==> src/rtl/rng_arbiter.sv <==
// rng_arbiter: round-robin sharing of one TRNG word assembler among several
// requesters. One fresh word is captured per grant and handed only to the
// granted client; a timeout returns an error if the entropy source stalls.
module rng_arbiter #(
  parameter int N_CLIENTS = 4,
  parameter int WIDTH     = 4,
  parameter int TIMEOUT   = 64
) (
  input  logic                 clk,
  input  logic                 reset,
  input  logic [N_CLIENTS-1:0] cli_req,
  output logic [N_CLIENTS-1:0] cli_valid,
  output logic [N_CLIENTS-1:0] cli_err,
  output logic [WIDTH-1:0]     cli_word,
  output logic                 rng_req,
  input  logic                 rng_valid,
  input  logic [WIDTH-1:0]     rng_word,
  output logic                 busy
);

  localparam int GW = (N_CLIENTS > 1) ? $clog2(N_CLIENTS) : 1;
  localparam int TW = $clog2(TIMEOUT + 1);

  typedef enum logic [1:0] {
    S_IDLE,
    S_WAIT,
    S_DELIVER,
    S_FAIL
  } state_t;

  state_t                 state_q;
  logic [GW-1:0]          rr_ptr_q;
  logic [GW-1:0]          grant_q;
  logic [WIDTH-1:0]       word_q;
  logic [TW-1:0]          timer_q;
  logic [N_CLIENTS-1:0]   cli_valid_q;
  logic [N_CLIENTS-1:0]   cli_err_q;
  logic                   busy_q;

  logic [GW-1:0]          grant_d;
  logic [GW-1:0]          rr_ptr_d;
  logic [GW-1:0]          scan_idx;
  logic                   found;
  logic [N_CLIENTS-1:0]   grant_oh;

  // Pick the first requesting client at or after rr_ptr, wrapping around.
  always_comb begin
    grant_d  = rr_ptr_q;
    found    = 1'b0;
    scan_idx = '0;
    for (int unsigned i = 0; i < N_CLIENTS; i++) begin
      scan_idx = GW'((32'(rr_ptr_q) + i) % N_CLIENTS);
      if (!found && cli_req[scan_idx]) begin
        found   = 1'b1;
        grant_d = scan_idx;
      end
    end
  end

  // Pointer to the client after the current grant, and the grant as one-hot.
  always_comb begin
    if (grant_q == GW'(N_CLIENTS - 1)) begin
      rr_ptr_d = '0;
    end else begin
      rr_ptr_d = grant_q + 1'b1;
    end
    grant_oh = {{(N_CLIENTS-1){1'b0}}, 1'b1} << grant_q;
  end

  // Arbitration FSM with registered client-facing outputs.
  // word_q is only loaded on the WAIT->DELIVER edge and cleared on leaving
  // DELIVER, so it drives cli_word directly without leaking outside DELIVER.
  always_ff @(posedge clk) begin
    if (reset) begin
      state_q     <= S_IDLE;
      rr_ptr_q    <= '0;
      grant_q     <= '0;
      word_q      <= '0;
      timer_q     <= '0;
      cli_valid_q <= '0;
      cli_err_q   <= '0;
      busy_q      <= 1'b0;
    end else begin
      case (state_q)
        S_IDLE: begin
          if (|cli_req) begin
            grant_q <= grant_d;
            timer_q <= '0;
            busy_q  <= 1'b1;
            state_q <= S_WAIT;
          end
        end
        S_WAIT: begin
          if (rng_valid) begin
            word_q      <= rng_word;
            cli_valid_q <= grant_oh;
            state_q     <= S_DELIVER;
          end else if (timer_q == TW'(TIMEOUT - 1)) begin
            cli_err_q <= grant_oh;
            state_q   <= S_FAIL;
          end else begin
            timer_q <= timer_q + 1'b1;
          end
        end
        S_DELIVER: begin
          word_q      <= '0;
          cli_valid_q <= '0;
          rr_ptr_q    <= rr_ptr_d;
          busy_q      <= 1'b0;
          state_q     <= S_IDLE;
        end
        S_FAIL: begin
          cli_err_q <= '0;
          rr_ptr_q  <= rr_ptr_d;
          busy_q    <= 1'b0;
          state_q   <= S_IDLE;
        end
        default: begin
          state_q <= S_IDLE;
        end
      endcase
    end
  end

  assign cli_valid = cli_valid_q;
  assign cli_err   = cli_err_q;
  assign cli_word  = word_q;
  assign busy      = busy_q;
  assign rng_req   = (state_q == S_WAIT);

endmodule
==> config.mk <==
export PLATFORM = sky130hd
export DESIGN_NAME = rng_arbiter
export DESIGN_NICKNAME = d
export VERILOG_FILES = /design/src/rtl/rng_arbiter.sv
export SDC_FILE = /design/constraint.sdc
export NUM_CORES = 1
export LEC_CHECK = 0
export BUFFER_PORTS_ARGS = -buffer_cell sky130_fd_sc_hd__buf_2
export CAP_MARGIN = 20
export CORE_ASPECT_RATIO = 0.6
export CORE_MARGIN = 2
export CORE_UTILIZATION = 54
export CTS_CLUSTER_SIZE = 25
export DETAILED_ROUTE_END_ITERATION = 8
export PLACE_DENSITY = 0.86
export SLEW_MARGIN = 40
export SYNTH_ARGS = -nofsm -noshare
export SYNTH_HDL_FRONTEND = slang
export SYNTH_SLANG_ARGS = --single-unit
export TNS_END_PERCENT = 30
==> constraint.sdc <==
create_clock -name clk -period 2 [get_ports clk]
set_clock_uncertainty 0.15 [all_clocks]
set_input_delay 0.2 -clock clk [delete_from_list [all_inputs] [get_ports clk]]
set_output_delay 0.2 -clock clk [all_outputs]
set_load 0.02 [all_outputs]
# Word-level counts from Yosys, hierarchy flattened
# Cells that the tools add are included.
[classes]
add_sub_neg = 5
multipliers = 0
div_mod_pow = 0
order_cmp = 4
eq_ne = 11
shift = 1
muxes = 32
bitwise = 0
n_reduce_logical = 19
[ops]
columns = ["cell", "n"]
rows = [
  ["$pmux W4 S2", 3],
  ["$mux W7", 3],
  ["$mux W4", 4],
  ["$mux W2", 7],
  ["$pmux W7 S2", 1],
  ["$lt A2 B3 Y1 const B", 4],
  ["$bmux W1 S2", 4],
  ["$mux W1", 8],
  ["$reduce_and A2 Y1", 4],
  ["$reduce_bool A2 Y1", 4],
  ["$add A7 B1 Y7 const B", 1],
  ["$eq A7 B6 Y1 const B", 1],
  ["$eq A2 B2 Y1 const B", 3],
  ["$ne A2 B2 Y1 const B", 3],
  ["$pmux W2 S3", 1],
  ["$add A2 B1 Y2 const B", 2],
  ["$add A2 B2 Y2 const B", 2],
  ["$ne A2 B1 Y1 const B", 2],
  ["$reduce_and A4 Y1", 1],
  ["$reduce_or A4 Y1", 1],
  ["$shl A1 B2 Y4 const A", 1],
  ["$logic_and A1 B1 Y1", 3],
  ["$logic_not A1 Y1", 3],
  ["$ne A3 B1 Y1 const B", 1],
  ["other kinds (5)", 5],
]
[totals]
regBits = 26
latchBits = 0
ram_bits = 0
mem_bits_ro = 0
word_cells = 80
mem_count = 0

# Logic depth before layout (Yosys ltp)
[depth]
depth_word = 12
depth_mapped = 6
depth_no_buf = 6

# Worst setup path before layout
# Ideal clock, no wire load.
[synth_timing]
path_type = "register to register"
startpoint = "reg timer_q[0]"
endpoint = "reg timer_q[3]"
setup_ns = 0.070
arrival_ns = 1.372
slack_ns = 0.408
stages_incl_launch_ff = 7
period_less_slack_ns = 1.592
cell_sequence = "dfxtp_1 ha_1 nand3_1 o311ai_1 buf_2 or3_1 a21oi_1"
[synth_via]
elab_chain_len = 4
word_cells_on_any_way = 7
[synth_lines]
columns = ["item", "line", "rtl"]
rows = [
  ["start, declared", "35", "logic [TW-1:0] timer_q;"],
  ["start signal, assigned", "102", "timer_q <= timer_q + 1'b1;"],
  ["$add A7 B1 Y7", "102", ""],
  ["$mux W7", "98", "end else if (timer_q == TW'(TIMEOUT - 1)) begin"],
  ["$mux W7", "94", "if (rng_valid) begin"],
  ["$pmux W7 S2", "84", "case (state_q)"],
]
# Parallel ways exist; a longest one is shown, timed or not. The select of a mux whose other input is x is not followed.
# A chain may end at the register's enable or synchronous reset.

# Worst setup path after layout
[layout_timing]
startpoint = "reg timer_q[0]"
endpoint = "reg timer_q[0]"
# The elaborated chain is that of the path after synthesis.

==> flow_summary.yaml <==
status:
  status: "complete, no violations"
synth:
  yosys_most_used_dff: "dfxtp_1"
  synth_cell_type_count: 39
  syn_nets: 186
  yosysWarnings: 0
  ys_ff_latch: 26
  synth-seq-area-share_pct: 37.82
  avgSynthCellArea_um2: 8.096
  syn_inst: 170
  synth-edff-count: 0
  synth_area_um2: 1376
  async_reset_ff_share_pct: 0
finish:
  final_layout_size_suffix_gt1_share_pct: 21.47
  fillers: 202
  diodes: 0
  fin_util_pct: 63.88
  syn2layout_area_growth_pct: 14.64
  final_common_cell: "dfxtp_1"
  finalNetCount: 208
  layout_common_cells: "dfxtp_1, buf_2, nand2_1"
  fin_area_um2: 1578
clocking:
  clk_latency_ns: 0.27
  cts.sinks: 26
  numCtsBuffers: 3
  hold_buffers: 0
  clock-root-buffer: "clkbuf_8"
  clock_path_buffers: 2
  cts-htree-levels: 1
  cts_tree: "done"
  path_clk_slew_ns: 0.09
setup_path:
  critPathKind: "flip-flop to flip-flop"
  critical_path_required_ns: 2.06
  critPathMaxFanout: 6
  worstPathArrival_ns: 1.90
  worst-r2r-setup-slack_ns: 0.16
  cp-end-kind: "flip-flop"
  start_kind: "flip-flop"
timing:
  worst_pin_slew_ns: 0.4924
  fin_tns_setup_ns: 0
  slew_violations: 0
  final-hold-violation-count: 0
  setup_viol_count_final: 0
  relSlewSlack_pct: 66.87
  worst_hold_slack_ns: 0.1393
  rsz0062_at_grt: "false"
  finalCritPeriodShare_pct: 91.82
  period_needed_ns: 1.836
  fmax_mhz: 544.5
global_route:
  grt_overflow: 0
  grt_usage_pct: 20.84
  antenna_found_initial: 0
  first_global_vias: 1076
  grt_max_degree: 28
  grt_pass1_wl_mm: 4.968
route:
  drc: 0
  avgViaCountPerCell: 5.852
  vias: 1305
  wl_per_cell_um: 14.01
  drt-total-wl_mm: 3.124
  ant_nets: 0
  drt_iter0_markers: 74
  drt_pre_antenna_iters: 4
power_and_ir_drop:
  p_per_area_nw_per_um2: 693.6
  ir_worst_vdd_uv: 267.0
  total_power_w: 0.001094
  power_leakage_nw: 0.6064
placed_design:
  io_buffers: 24
  gp_congestion: 0.7281
  place_area_um2: 1515
  hpwl_mm: 2.212
hold_path:
  min_path_type: "input pin to flip-flop"
run:
  cap_viol_max_count: 0
die:
  die_y_um: 43.11
  ioPinCount: 25
  die-area_um2: 2982
  start_util_pct: 55.72
  coreArea_um2: 2470
  fp.dieW_um: 69.18
  row_count: 14
==> cell usage after synthesis (2+ instances only) <==
cell type	instances	area, um2
dfxtp_1	26	520.5
nand2_1	20	75.07
o21ai_0	16	80.08
nor2_1	13	48.80
a22oi_1	8	60.06
inv_1	8	30.03
a21oi_1	7	35.03
nand3_1	6	30.03
a31oi_1	5	31.28
buf_2	5	25.02
ha_1	5	62.56
nand2b_1	5	31.28
nand3b_1	5	37.54
nand4b_1	4	35.03
and2_1	3	18.77
clkbuf_1	3	11.26
mux2i_1	3	30.03
a211o_1	2	17.52
buf_1	2	7.510
nor3b_1	2	15.01
or2_2	2	12.51
or3_1	2	12.51
or4_1	2	15.01
==> kinds of logic (layout without fill, tap and decap cells) <==
group,after synthesis,after routing,synth area share (%)
multiplexers,3,3,2.182
adder cells (fa/ha/maj),5,5,4.545
AND/OR/NAND/NOR,74,74,30.09
AO/OA/AOI/OAI,44,44,20.00
flip-flops,26,26,37.82
buffers and inverters,18,39,5.364
==> final cells by class <==
cell class / count / area, um2 / share of cell area [%]
multi-input cells: 126 / 789.5 / 50.04
well taps: 32 / 40.04 / 2.538
clock buffers: 4 / 55.05 / 3.489
flip-flops and latches: 26 / 520.5 / 32.99
inverters: 8 / 30.03 / 1.903
repair buffers: 27 / 142.6 / 9.040
==> critical path, stage by stage (launching register included) <==
cell and delay, ns:
dfxtp_1 0.41, ha_1 0.19, nand3_1 0.18, o311ai_2 0.42, buf_4 0.22, nand3_1 0.08
a21oi_1 0.12
==> per-layer routing <==
layer  wire (um)  up-vias  share of wire [%]  global-route usage [%]
met3         214        7                6.9                   5.938
met4          34        0                1.1                   6.275
met1        1462      602                 47                   27.72
met2        1413       52                 45                   33.08
li1            -      644                  -                       -
met5           0        -                  0                       0
==> through the flow <==
step / cells / setup WS [ns]
finish: 223 / 0.1635
global route: 223 / 0.04045
CTS: 223 / 0.1665
detailed placement: 219 / 0.1011
global placement: 219 / 0.2176
floorplan: 170 / 0.4084
==> path summary, 6_finish.rpt <==
kind                    from      endpoint  cells past startpoint
setup / recovery  timer_q[0]    timer_q[0]                      6
hold / removal         reset  cli_valid[2]                      2
setup reg to reg  timer_q[0]    timer_q[0]                      6
hold reg to reg         busy          busy                      2
==> repair_timing <==
item | in CTS | in global routing
endpoints found under the hold margin | 0 | 0
gates resized for setup | 1 | 0
setup endpoints to repair | 1 | 0
buffers inserted | 0 | 0
==> where the power goes <==
| part | internal, W | switching (W) | total, W |
|---|---|---|---|
| sequential | 0.000538 | 0.0000193 | 0.000557 |
| combinational | 0.0000766 | 0.000118 | 0.000195 |
| clock | 0.000176 | 0.000166 | 0.000342 |
| total | 0.000791 | 0.000303 | 0.00109 |
==> state kept, by name, indices dropped and copies added, names as in the netlist <==
name / count
busy: 1
cli_err: 4
cli_word: 4
state_q: 2
grant_q: 2
cli_valid: 4
timer_q: 7
rr_ptr_q: 2
Note: power is estimated with default switching activity, not from simulation.
